## src/rtl/rx_top.sv

```systemverilog
// UART receiver: 2-flop line synchronizer, mid-bit sampling, even-parity and stop-bit checks.
// Latency: RX_VALID pulses OVERSAMPLE/2 cycles into the stop bit (cycle 168 after the synced start edge at defaults).
// Backpressure: none; the stream is free-running and each word is presented for exactly one cycle.
module rx_top #(
    parameter int DATA_WIDTH = 8,
    parameter int OVERSAMPLE = 16
) (
    input  logic                  RX_CLK,
    input  logic                  RX_RST,
    input  logic                  RX_DATA,
    output logic [DATA_WIDTH-1:0] DATA_OUT,
    output logic                  RX_VALID,
    output logic                  PARITY_ERR,
    output logic                  FRAME_ERR,
    output logic                  RX_BUSY
);

    localparam int TW = (OVERSAMPLE > 2) ? $clog2(OVERSAMPLE) : 1;
    localparam int BW = $clog2(DATA_WIDTH + 1);

    localparam logic [TW-1:0] TICK_SAMPLE = TW'(OVERSAMPLE / 2 - 1);
    localparam logic [TW-1:0] TICK_LAST   = TW'(OVERSAMPLE - 1);
    localparam logic [BW-1:0] BIT_LAST    = BW'(DATA_WIDTH - 1);

    typedef enum logic [2:0] {
        IDLE      = 3'd0,
        START     = 3'd1,
        DATA      = 3'd2,
        PARITY    = 3'd3,
        STOP      = 3'd4,
        WAIT_HIGH = 3'd5
    } state_t;

    state_t                  state;
    state_t                  state_nxt;
    logic                    sync1;
    logic                    sync2;
    logic                    line;
    logic [TW-1:0]           tick;
    logic [BW-1:0]           bitcnt;
    logic [DATA_WIDTH-1:0]   shift;
    logic                    par_bit;
    logic                    sample_pt;
    logic                    tick_last;
    logic                    last_bit;

    // Two-flop synchronizer; resets to the idle-high level so reset never looks like a start edge.
    always_ff @(posedge RX_CLK) begin
        if (RX_RST) begin
            sync1 <= 1'b1;
            sync2 <= 1'b1;
        end else begin
            sync1 <= RX_DATA;
            sync2 <= sync1;
        end
    end

    assign line = sync2;

    // State register.
    always_ff @(posedge RX_CLK) begin
        if (RX_RST) begin
            state <= IDLE;
        end else begin
            state <= state_nxt;
        end
    end

    // Next-state logic: every bit period lasts OVERSAMPLE ticks, decisions happen at the mid-bit sample.
    always_comb begin
        state_nxt = state;
        case (state)
            IDLE: begin
                if (!line) begin
                    state_nxt = START;
                end
            end
            START: begin
                if (sample_pt && line) begin
                    state_nxt = IDLE;
                end else if (tick_last) begin
                    state_nxt = DATA;
                end
            end
            DATA: begin
                if (tick_last && last_bit) begin
                    state_nxt = PARITY;
                end
            end
            PARITY: begin
                if (tick_last) begin
                    state_nxt = STOP;
                end
            end
            STOP: begin
                // Leaving at the stop sample gives IDLE half a bit of slack before a back-to-back start.
                if (sample_pt) begin
                    state_nxt = line ? IDLE : WAIT_HIGH;
                end
            end
            WAIT_HIGH: begin
                if (line) begin
                    state_nxt = IDLE;
                end
            end
            default: state_nxt = IDLE;
        endcase
    end

    // Decoded strobes and the busy flag.
    always_comb begin
        sample_pt = (tick == TICK_SAMPLE);
        tick_last = (tick == TICK_LAST);
        last_bit  = (bitcnt == BIT_LAST);
        RX_BUSY   = (state != IDLE);
    end

    // Tick counter: the IDLE cycle that sees the falling edge counts as tick 0 of the start bit,
    // so START is entered at tick 1 and the start sample lands exactly OVERSAMPLE/2-1 cycles after the edge.
    always_ff @(posedge RX_CLK) begin
        if (RX_RST) begin
            tick <= '0;
        end else if (state_nxt != state) begin
            tick <= (state == IDLE) ? TW'(1) : '0;
        end else if (state == IDLE || state == WAIT_HIGH || tick_last) begin
            tick <= '0;
        end else begin
            tick <= tick + TW'(1);
        end
    end

    // Data bit counter, advanced at the end of each data bit period.
    always_ff @(posedge RX_CLK) begin
        if (RX_RST) begin
            bitcnt <= '0;
        end else if (state == DATA) begin
            if (tick_last) begin
                bitcnt <= bitcnt + BW'(1);
            end
        end else begin
            bitcnt <= '0;
        end
    end

    // Shift register fills from the top so the first (LSB) bit ends up in bit 0 after DATA_WIDTH samples.
    always_ff @(posedge RX_CLK) begin
        if (RX_RST) begin
            shift   <= '0;
            par_bit <= 1'b0;
        end else begin
            if (state == DATA && sample_pt) begin
                shift <= {line, shift[DATA_WIDTH-1:1]};
            end
            if (state == PARITY && sample_pt) begin
                par_bit <= line;
            end
        end
    end

    // Result registers: updated with status on every completed frame, errored or not.
    always_ff @(posedge RX_CLK) begin
        if (RX_RST) begin
            DATA_OUT   <= '0;
            RX_VALID   <= 1'b0;
            PARITY_ERR <= 1'b0;
            FRAME_ERR  <= 1'b0;
        end else begin
            RX_VALID <= 1'b0;
            if (state == STOP && sample_pt) begin
                RX_VALID   <= 1'b1;
                DATA_OUT   <= shift;
                PARITY_ERR <= par_bit ^ (^shift);
                FRAME_ERR  <= ~line;
            end
        end
    end

endmodule

```

## config.mk

```make
export PLATFORM = sky130hd
export DESIGN_NAME = rx_top
export DESIGN_NICKNAME = d
export VERILOG_FILES = /design/src/rtl/rx_top.sv
export SDC_FILE = /design/constraint.sdc
export NUM_CORES = 1
export LEC_CHECK = 0
export ABC_AREA = 1
export CAP_MARGIN = 30
export CORE_UTILIZATION = 45
export CTS_CLUSTER_SIZE = 12
export DETAILED_ROUTE_END_ITERATION = 7
export DONT_BUFFER_PORTS = 1
export HOLD_SLACK_MARGIN = 0.15
export MAX_ROUTING_LAYER = met4
export PLACE_DENSITY = 0.67
export SKIP_CTS_REPAIR_TIMING = 1
export SYNTH_ARGS = -nofsm -noshare
export SYNTH_HDL_FRONTEND = slang
export SYNTH_SLANG_ARGS = --single-unit
export TNS_END_PERCENT = 30
```

## constraint.sdc

```tcl
create_clock -name RX_CLK -period 3.9 [get_ports RX_CLK]
set_input_delay 0.78 -clock RX_CLK [delete_from_list [all_inputs] [get_ports RX_CLK]]
set_output_delay 0.78 -clock RX_CLK [all_outputs]
set_load 0.005 [all_outputs]
```

==> impl_metrics.toml <==
[die]
initial_core_util = 0.476
die_x_um = 58.8
die_area_sq_um = 3460
rows = 20
die_h_um = 58.8
core-area_sq_um = 3050
top_level_ports = 15

[timing]
fmax_ghz = 0.508
fin_crit_sh = 0.504
min_period_ps = 1970
hold_viol = 0
rsz0062_at_grt = "no"
slew_headroom = 0.683
worst_pin_slew_ps = 475
slew_viol_final = 0
finalSetupViolations = 0
clock_skew_ps = 18.6
setup-tns-final_ps = 0
timing.hold.ws_ps = 426

[finish]
layout-drive-gt1-share = 0.116
seq_area_sq_um = 661
fill_cells = 308
syn_to_final_growth_pct = 7.41
final_core_util = 0.511
n_antenna_cell = 0
final_common_cell = "nor2_1"
multi_input_area_sq_um = 703
mostFrequentLayoutCells = "nor2_1, dfxtp_1, nand2_1"
final_nets = 203

[yosys]
ys_seq_elements = 33
synth.area.top_cells = "dfxtp_1, nor2_1, o21ai_0"
synth.distinct_cells = 27
synth.top_cell.area_share = 0.455
yosysWarnings = 0
ys_seq_area_frac = 0.455
syn_inst = 195
syn-cell-area_sq_um = 1450
syn_nets = 200
synth_top_area_cell = "dfxtp_1"
avgSynthCellArea_sq_um = 7.45

[grt]
grt_pass1_wl_um = 5250
grt_start_max_net_pins = 19
grt_pass1_vias = 1185
grt_usage = 0.214
grt_overflow_total = 0
antenna_found_initial = 0

[setup_path]
reg2reg_depth = 6
critical_path_arrival_ps = 2200
end_kind = "register"
crit_fanout = 14
cp-startpoint = "tick[0]$_SDFF_PP0_"
crit_type = "register to register"
regToRegSetupSlack_ps = 1930
cp-endpoint = "DATA_OUT[1]$_SDFFE_PP0P_"
timing.rr.end = "DATA_OUT[1]$_SDFFE_PP0P_"
startpoint_type = "register"
timing.rr.start = "tick[0]$_SDFF_PP0_"
cp.required_ps = 4130

[power]
leakage_nw = 0.702
switching_power_mw = 0.132
clockPowerShare = 0.383
netSwitchingFraction = 0.227
finalPower_mw = 0.582
ir_drop_mv = 0.217
seqPwrFrac = 0.587
power_density_nw_per_um2 = 373
internal-power_mw = 0.450
power_frac_comb = 0.029

[routing]
wl_per_cell_um = 12.6
route.detailed.drc = 0
ant_nets = 0
via_count = 1229
drtIter0Drc = 99
vias_per_cell = 5.06
wl_um = 3060
firstDrtPassIters = 4

[clock_network]
numCtsBuffers = 5
htreeDepth = 2
clock_path_buffers = 2
clk_pin_slew_ps = 110
root_buffer = "clkbuf_4"
clkLatencyLatePin_ps = 350
cts_tree = "built"
cts_sinks = 33

[placement]
io_buffers = 0
gp_congestion = 0.858
hpwl_um = 2230

[flow_run]
cap_viol_max_count = 0

[min_path]
hold_class = "register to register"

[outcome]
status = "completed"
synth_stat cells, drive strengths merged:
master and instances:
a31oi 1, xor2 4, a21oi 5, ha 2, nand3b 1, nor3 1, nand4 3, or2 2
xnor2 6, dfxtp 33, a211oi 2, nor2 57, o21ai 20, nand2 23, nand3 11, or3 1
buf 3, clkinv 1, inv 18, clkbuf 1
power by group through the flow:
| stage | clock network [mW] | logic (mW) | registers (mW) |
|---|---|---|---|
| after floorplan | 0 | 0.0153 | 0.349 |
| after global placement | 0 | 0.0166 | 0.350 |
| after detailed placement | 0 | 0.0170 | 0.350 |
| after CTS | 0.225 | 0.0171 | 0.342 |
| after global routing | 0.244 | 0.0193 | 0.343 |
| final | 0.223 | 0.0171 | 0.342 |
worst max-delay path, cell delays in order (launching register included):
cell and delay (ps):
dfxtp_1 370, ha_1 250, nand3_1 170, nor2_2 440
clkinv_1 380, nor2_1 180, nor2_1 70
kinds of logic after synthesis:
family,Yosys count,synth area share
and+or+nand+nor,99,0.303
buffers and inverters,23,0.0612
DFF,33,0.455
AOI/OAI and AO/OA,28,0.103
xor gates and xnor gates,10,0.0603
adders and majority gates,2,0.0172
metrics by stage:
stage | cells | setup WS [ps] | area, sq um
2_1_floorplan | 195 | 2450 | 1450
3_5_place_dp | 235 | 1990 | 1490
3_3_place_gp | 235 | 2110 | 1490
5_1_grt | 243 | 1680 | 1560
6_report | 243 | 1930 | 1560
4_1_cts | 243 | 1960 | 1560
per-layer routing:
metal	track usage	share of wire	vias to the layer above	wire length [um]
met5	-	0	-	0
met1	0.233	0.44	566	1350
met3	0.0637	0.047	5	145
met4	0.102	0.016	0	49
li1	-	-	629	-
met2	0.356	0.50	29	1520
registers in the layout, summed over array words and instances (netlist names):
| signal | count |
|---|---|
| DATA_OUT | 8 |
| FRAME_ERR | 1 |
| PARITY_ERR | 1 |
| RX_VALID | 1 |
| bitcnt | 4 |
| line | 1 |
| par_bit | 1 |
| shift | 8 |
| state | 3 |
| sync1 | 1 |
| tick | 4 |
cell type report:
class / instances / area share
Multi-Input combinational cell: 139 / 0.451
Sequential cell: 33 / 0.423
Inverter: 19 / 0.0457
Clock buffer: 7 / 0.0417
Tap cell: 44 / 0.0353
Clock inverter: 1 / 0.00321
worst min path at each step:
stage | cells after the start | end | slack (ps) | from
after global placement | 1 | line$_SDFF_PP1_ | 390 | sync1$_SDFF_PP1_
after CTS | 1 | line$_SDFF_PP1_ | 430 | sync1$_SDFF_PP1_
final | 1 | line$_SDFF_PP1_ | 430 | sync1$_SDFF_PP1_
after global routing | 1 | line$_SDFF_PP1_ | 450 | sync1$_SDFF_PP1_
after floorplan | 1 | line$_SDFF_PP1_ | 390 | sync1$_SDFF_PP1_
after detailed placement | 1 | line$_SDFF_PP1_ | 410 | sync1$_SDFF_PP1_
(Power assumes the default switching activity.)
